--- config.mk ---
export PLATFORM = sky130hd
export DESIGN_NAME = target
export DESIGN_NICKNAME = d
export VERILOG_FILES = /design/src/rtl/target.sv
export SDC_FILE = /design/constraint.sdc
export NUM_CORES = 1
export LEC_CHECK = 0
export ABC_AREA = 1
export BUFFER_PORTS_ARGS = -buffer_cell sky130_fd_sc_hd__buf_2
export CAP_MARGIN = 10
export CORE_ASPECT_RATIO = 0.75
export CORE_MARGIN = 2
export CORE_UTILIZATION = 40
export CTS_CLUSTER_SIZE = 24
export DETAILED_ROUTE_END_ITERATION = 6
export PLACE_DENSITY = 0.65
export SYNTH_ARGS = -nofsm -noshare
export SYNTH_HDL_FRONTEND = slang
export SYNTH_SLANG_ARGS = --single-unit
--- constraint.sdc ---
create_clock -name clk -period 7.6 [get_ports clk]
set_clock_uncertainty 0.05 [all_clocks]
set_input_delay 0.38 -clock clk [delete_from_list [all_inputs] [get_ports clk]]
set_output_delay 0.38 -clock clk [all_outputs]
set_load 0.05 [all_outputs]
--- src/rtl/target.sv ---
// Shootable circular target: sweeps horizontally while alive (only when TARGET_MOVE_EN is defined), scores hits, respawns after a cooldown.
// hit/score/alive update one cycle after the shot; render lags (x,y) by one cycle; there is no backpressure.
module target #(
    parameter int RADIUS        = 16,
    parameter int MOVE_TICKS    = 499_999,
    parameter int RESPAWN_TICKS = 24_999_999,
    parameter int SCORE_W       = 8
) (
    input  logic               clk,
    input  logic               reset,
    input  logic [9:0]         x,
    input  logic [8:0]         y,
    input  logic               shot,
    input  logic [9:0]         shoot_x,
    input  logic [8:0]         shoot_y,
    output logic               hit,
    output logic               alive,
    output logic [SCORE_W-1:0] score,
    output logic               render
);

    localparam logic [20:0] R_SQ = 21'(RADIUS * RADIUS);
    localparam int          RC_W = $clog2(RESPAWN_TICKS + 1);

    typedef enum logic [0:0] {S_ALIVE, S_DEAD} state_t;

    state_t             state_q, state_d;
    logic [9:0]         tx_q, tx_d;
    logic [8:0]         ty_q, ty_d;
    logic               hit_q, hit_d;
    logic [SCORE_W-1:0] score_q, score_d;
    logic               render_q, render_d;
    logic [RC_W-1:0]    resp_q, resp_d;
    logic [15:0]        lfsr_q, lfsr_d;
    logic               shot_in, pix_in;

`ifdef TARGET_MOVE_EN
    localparam int         MC_W   = $clog2(MOVE_TICKS + 1);
    localparam logic [9:0] TX_MIN = 10'(RADIUS);
    localparam logic [9:0] TX_MAX = 10'(639 - RADIUS);
    logic [MC_W-1:0] mcnt_q, mcnt_d;
    logic            dir_q, dir_d;   // 1 = moving right
`endif

    // Inclusive circle test on a point relative to the centre (cx,cy).
    function automatic logic in_circle(input logic [9:0] px, input logic [8:0] py,
                                       input logic [9:0] cx, input logic [8:0] cy);
        logic signed [10:0] dx, dy;
        logic [10:0]        ndx, ndy;
        logic [9:0]         ax, ay;
        logic [19:0]        sx, sy;
        logic [20:0]        sum;
        dx  = $signed({1'b0, px}) - $signed({1'b0, cx});
        dy  = $signed({2'b0, py}) - $signed({2'b0, cy});
        ndx = -dx;
        ndy = -dy;
        ax  = dx[10] ? ndx[9:0] : dx[9:0];
        ay  = dy[10] ? ndy[9:0] : dy[9:0];
        sx  = {10'b0, ax} * {10'b0, ax};
        sy  = {10'b0, ay} * {10'b0, ay};
        sum = {1'b0, sx} + {1'b0, sy};
        return sum <= R_SQ;
    endfunction

    assign alive   = (state_q == S_ALIVE);
    assign shot_in = in_circle(shoot_x, shoot_y, tx_q, ty_q);
    assign pix_in  = in_circle(x, y, tx_q, ty_q);

    always_comb begin
        state_d  = state_q;
        tx_d     = tx_q;
        ty_d     = ty_q;
        hit_d    = 1'b0;
        score_d  = score_q;
        resp_d   = resp_q;
        render_d = alive && pix_in;
        lfsr_d   = {lfsr_q[14:0], lfsr_q[15] ^ lfsr_q[13] ^ lfsr_q[12] ^ lfsr_q[10]};
`ifdef TARGET_MOVE_EN
        mcnt_d   = mcnt_q;
        dir_d    = dir_q;
`endif
        case (state_q)
            S_ALIVE: begin
                if (shot && shot_in) begin
                    hit_d   = 1'b1;
                    state_d = S_DEAD;
                    resp_d  = '0;
                    if (score_q != {SCORE_W{1'b1}})
                        score_d = score_q + SCORE_W'(1);
                end
`ifdef TARGET_MOVE_EN
                // Edges flip direction on arrival so tx never leaves the legal band.
                if (mcnt_q == MC_W'(MOVE_TICKS - 1)) begin
                    mcnt_d = '0;
                    if (dir_q) begin
                        if (tx_q < TX_MAX) tx_d = tx_q + 10'd1;
                        if (tx_q >= TX_MAX - 10'd1) dir_d = 1'b0;
                    end else begin
                        if (tx_q > TX_MIN) tx_d = tx_q - 10'd1;
                        if (tx_q <= TX_MIN + 10'd1) dir_d = 1'b1;
                    end
                end else begin
                    mcnt_d = mcnt_q + MC_W'(1);
                end
`endif
            end
            S_DEAD: begin
                resp_d = resp_q + RC_W'(1);
                if (resp_q == RC_W'(RESPAWN_TICKS)) begin
                    state_d = S_ALIVE;
                    resp_d  = '0;
                    tx_d    = 10'(RADIUS) + {1'b0, lfsr_q[8:0]};
                    ty_d    = 9'(RADIUS) + {1'b0, lfsr_q[15:8]};
                end
            end
            default: state_d = S_ALIVE;
        endcase
    end

    always_ff @(posedge clk) begin
        if (reset) begin
            state_q  <= S_ALIVE;
            tx_q     <= 10'd320;
            ty_q     <= 9'd240;
            hit_q    <= 1'b0;
            score_q  <= '0;
            render_q <= 1'b0;
            resp_q   <= '0;
            lfsr_q   <= 16'hACE1;
`ifdef TARGET_MOVE_EN
            mcnt_q   <= '0;
            dir_q    <= 1'b1;
`endif
        end else begin
            state_q  <= state_d;
            tx_q     <= tx_d;
            ty_q     <= ty_d;
            hit_q    <= hit_d;
            score_q  <= score_d;
            render_q <= render_d;
            resp_q   <= resp_d;
            lfsr_q   <= lfsr_d;
`ifdef TARGET_MOVE_EN
            mcnt_q   <= mcnt_d;
            dir_q    <= dir_d;
`endif
        end
    end

    assign hit    = hit_q;
    assign score  = score_q;
    assign render = render_q;

endmodule

==> key figures <==
Outcome
  – Run status: finished, violations left
  – Failing checks: negative setup slack

Worst setup path
  – Setup CP Type: flip-flop to flip-flop
  – WP data required: 7.76 ns
  – Data arrival time of the critical path: 8.35 ns
  – Critical Path Sink Type: flip-flop
  – Crit-path slowest cell: fa_1
  – Worst-case reg-to-reg path depth: 40
  – Crit path from: tx_q[0]
  – CP Max Fanout: 7
  – Reg-to-reg startpoint: tx_q[0]
  – Crit-path max cell delay: 0.57 ns
  – Critical path launch point type: flip-flop

CTS
  – Cts hold-fix bufs: 0
  – Num Clock Sinks: 71
  – Clk buf depth: 2
  – H-tree levels: 3
  – Clock Pin Slew Worst Setup and Hold Paths: 0.06 ns
  – Clock tree root driver cell: clkbuf_16
  – CTS Buf Count: 9
  – CTS tree: built
  – Worst-Skew Late Latency: 0.37 ns

Min path
  – Hold path cells: 2
  – Hold WC Path Type: flip-flop to flip-flop
  – Hold_sp: lfsr_q[1]

Placed design
  – PortBufs: 51
  – Estimated wirelength of the detail-placed design: 42.0 mm
  – Setup WS pre-CTS: -0.815 ns
  – Routability cong.: 0.960
  – Total placed cells including tap cells: 3322

Detailed routing
  – Drt via density: 4.81
  – Vias: 16402
  – DRT Pass-1 Iters: 5
  – 1st-iter DRT viols: 1066
  – Antenna Nets Post-Route: 0
  – Detailed-route wire length per cell: 14.8 um
  – Final routed DRC violation total: 0
  – Routed WL: 50.4 mm

Floorplan
  – FP Rows: 66
  – Initial Util: 0.407
  – Core ar.: 43400 um^2
  – Die X: 247 um
  – Die Y: 186 um
  – Die area: 45900 um^2
  – Boundary Pins: 52

STA
  – Period utilization: 1.08
  – Worst setup margin: -0.591 ns
  – Final min period: 8.19 ns
  – Final setup vio count: 36
  – Fmax achieved: 0.122 GHz
  – Slew Limit Fails: 0
  – Final hold violation count: 0
  – Worst-Margin Slew: 0.912 ns
  – Max_slew headroom: 0.392
  – RSZ-0062 raised after global routing: yes

Logic synthesis
  – Seq/Total Area, Yosys: 0.0805
  – Seq cells post-synth: 71
  – Async S/R FF share, synth: 0
  – Area leader, netlist: fa_1
  – Synth Flop Type: dfxtp_1
  – Ys Warns: 0
  – Syn Inst Count: 2379
  – Syn avg cell area: 7.42 um^2
  – Largest cells by area after synthesis: fa_1, ha_1, inv_1
  – Synth Cell Area: 17700 um^2
  – Synth top area share: 0.302
  – Post-synth EDFFs: 0
  – Synth unique cells: 52

Cells and area
  – Finished Core Util: 0.538
  – Share of cells above drive strength 1: 0.296
  – Fin cells: 3408
  – Synth-to-layout area growth: 32.2%
  – Number of fill cells: 4020
  – Nets: 3341

GRT
  – Antenna violations before repair: 1
  – Largest net degree at the start of global routing: 35
  – GRT Residual Overflow: 0
  – Gr usage total: 0.225
  – Wire length of the first global-routing pass: 82.5 mm
  – Vias in the first global route: 16552

Run
  – Max cap viols: 0
==> synth_stat cells, types with 14 or more instances <==
| cell type | count |
|---|---|
| xor2_1 | 46 |
| nand2_2 | 14 |
| nor2_1 | 213 |
| a21oi_1 | 80 |
| nand3_1 | 105 |
| dfxtp_1 | 71 |
| nor3_1 | 28 |
| nand2_1 | 455 |
| xnor2_1 | 22 |
| nand4_1 | 38 |
| fa_1 | 266 |
| o21ai_0 | 34 |
| clkbuf_1 | 16 |
| ha_1 | 210 |
| inv_1 | 627 |
| inv_2 | 18 |
==> kinds of logic (layout without fill, tap and decap cells) <==
family | count (synthesis) | after routing | synth area share
other | 2 | 15 | 0.000425
XOR/XNOR | 83 | 83 | 0.0475
flip-flops | 71 | 71 | 0.0805
AND/OR/NAND/NOR | 901 | 902 | 0.219
adder cells (fa/ha/maj) | 476 | 476 | 0.450
buffers and inverters | 675 | 1112 | 0.145
AO/OA/AOI/OAI | 171 | 171 | 0.0565
==> layout make-up <==
class,instances,area [um^2],area share
well taps,578,723,0.0310
repair buffers,447,3310,0.142
repair inverters,1,7.51,0.000321
clock inverters,7,73.8,0.00316
clock buffers,9,225,0.00964
inverters,648,2440,0.105
diodes,1,2.50,0.000107
multi-input cells,1646,15100,0.648
flip-flops and latches,71,1440,0.0615
==> cells in the final DEF, fill, tap and decap left out, types with 56 or more instances in the layout <==
| cell type | synthesis | routed |
|---|---|---|
| inv_2 | 18 | 56 |
| nand2_1 | 455 | 372 |
| dfxtp_1 | 71 | 65 |
| nand2_2 | 14 | 76 |
| nor2_1 | 213 | 173 |
| inv_1 | 627 | 586 |
| buf_4 | 5 | 377 |
| nand3_1 | 105 | 82 |
| fa_1 | 266 | 255 |
| ha_1 | 210 | 178 |
==> state kept, by name, indices dropped and copies added (netlist names) <==
register	cells
state_q	1
render	1
lfsr_q	16
ty_q	9
tx_q	10
hit	1
resp_q	25
score	8
==> final timing paths <==
| kind | slack, ns | end |
|---|---|---|
| setup / recovery | -0.59 | resp_q[6] |
| hold / removal | 0.38 | lfsr_q[2] |
| setup reg to reg | -0.59 | resp_q[6] |
| hold reg to reg | 0.38 | lfsr_q[2] |
==> timing repair <==
item,4_1_cts,5_1_grt
gates cloned,2,1
resized for setup,181,166
pin swaps,84,137
setup endpoints to repair,36,36
buffers inserted,26,40
==> layer usage <==
layer / share of wire / vias up / routed length, um / GRT usage
met5: 0.00022 / - / 11 / 0
met4: 0.016 / 2 / 824 / 0.0424
met3: 0.069 / 64 / 3470 / 0.0437
met2: 0.43 / 484 / 21600 / 0.339
met1: 0.49 / 7821 / 24500 / 0.334
li1: - / 8031 / - / -
==> critical path: cells and delay by family (launching register included) <==
family          cells  cell delay, ns
compound gates      4            0.60
flops               1            0.37
buf+inv             7            0.63
xor+xnor            1            0.19
simple gates       18            1.80
fa+ha+maj          10            4.37
==> stage by stage <==
step	cell area (um^2)	hold WS, ns	TNS, ns
after global placement	21200	0.365	-23.66
after detailed placement	21200	0.373	-25.82
after floorplan	17900	0.342	0
after CTS	22400	0.384	-12.05
after global routing	23300	0.400	-28.43
final	23400	0.381	-18.77
Power is not shown: default switching activity piles up to over one toggle a cycle in this logic, so the estimate is an artifact.
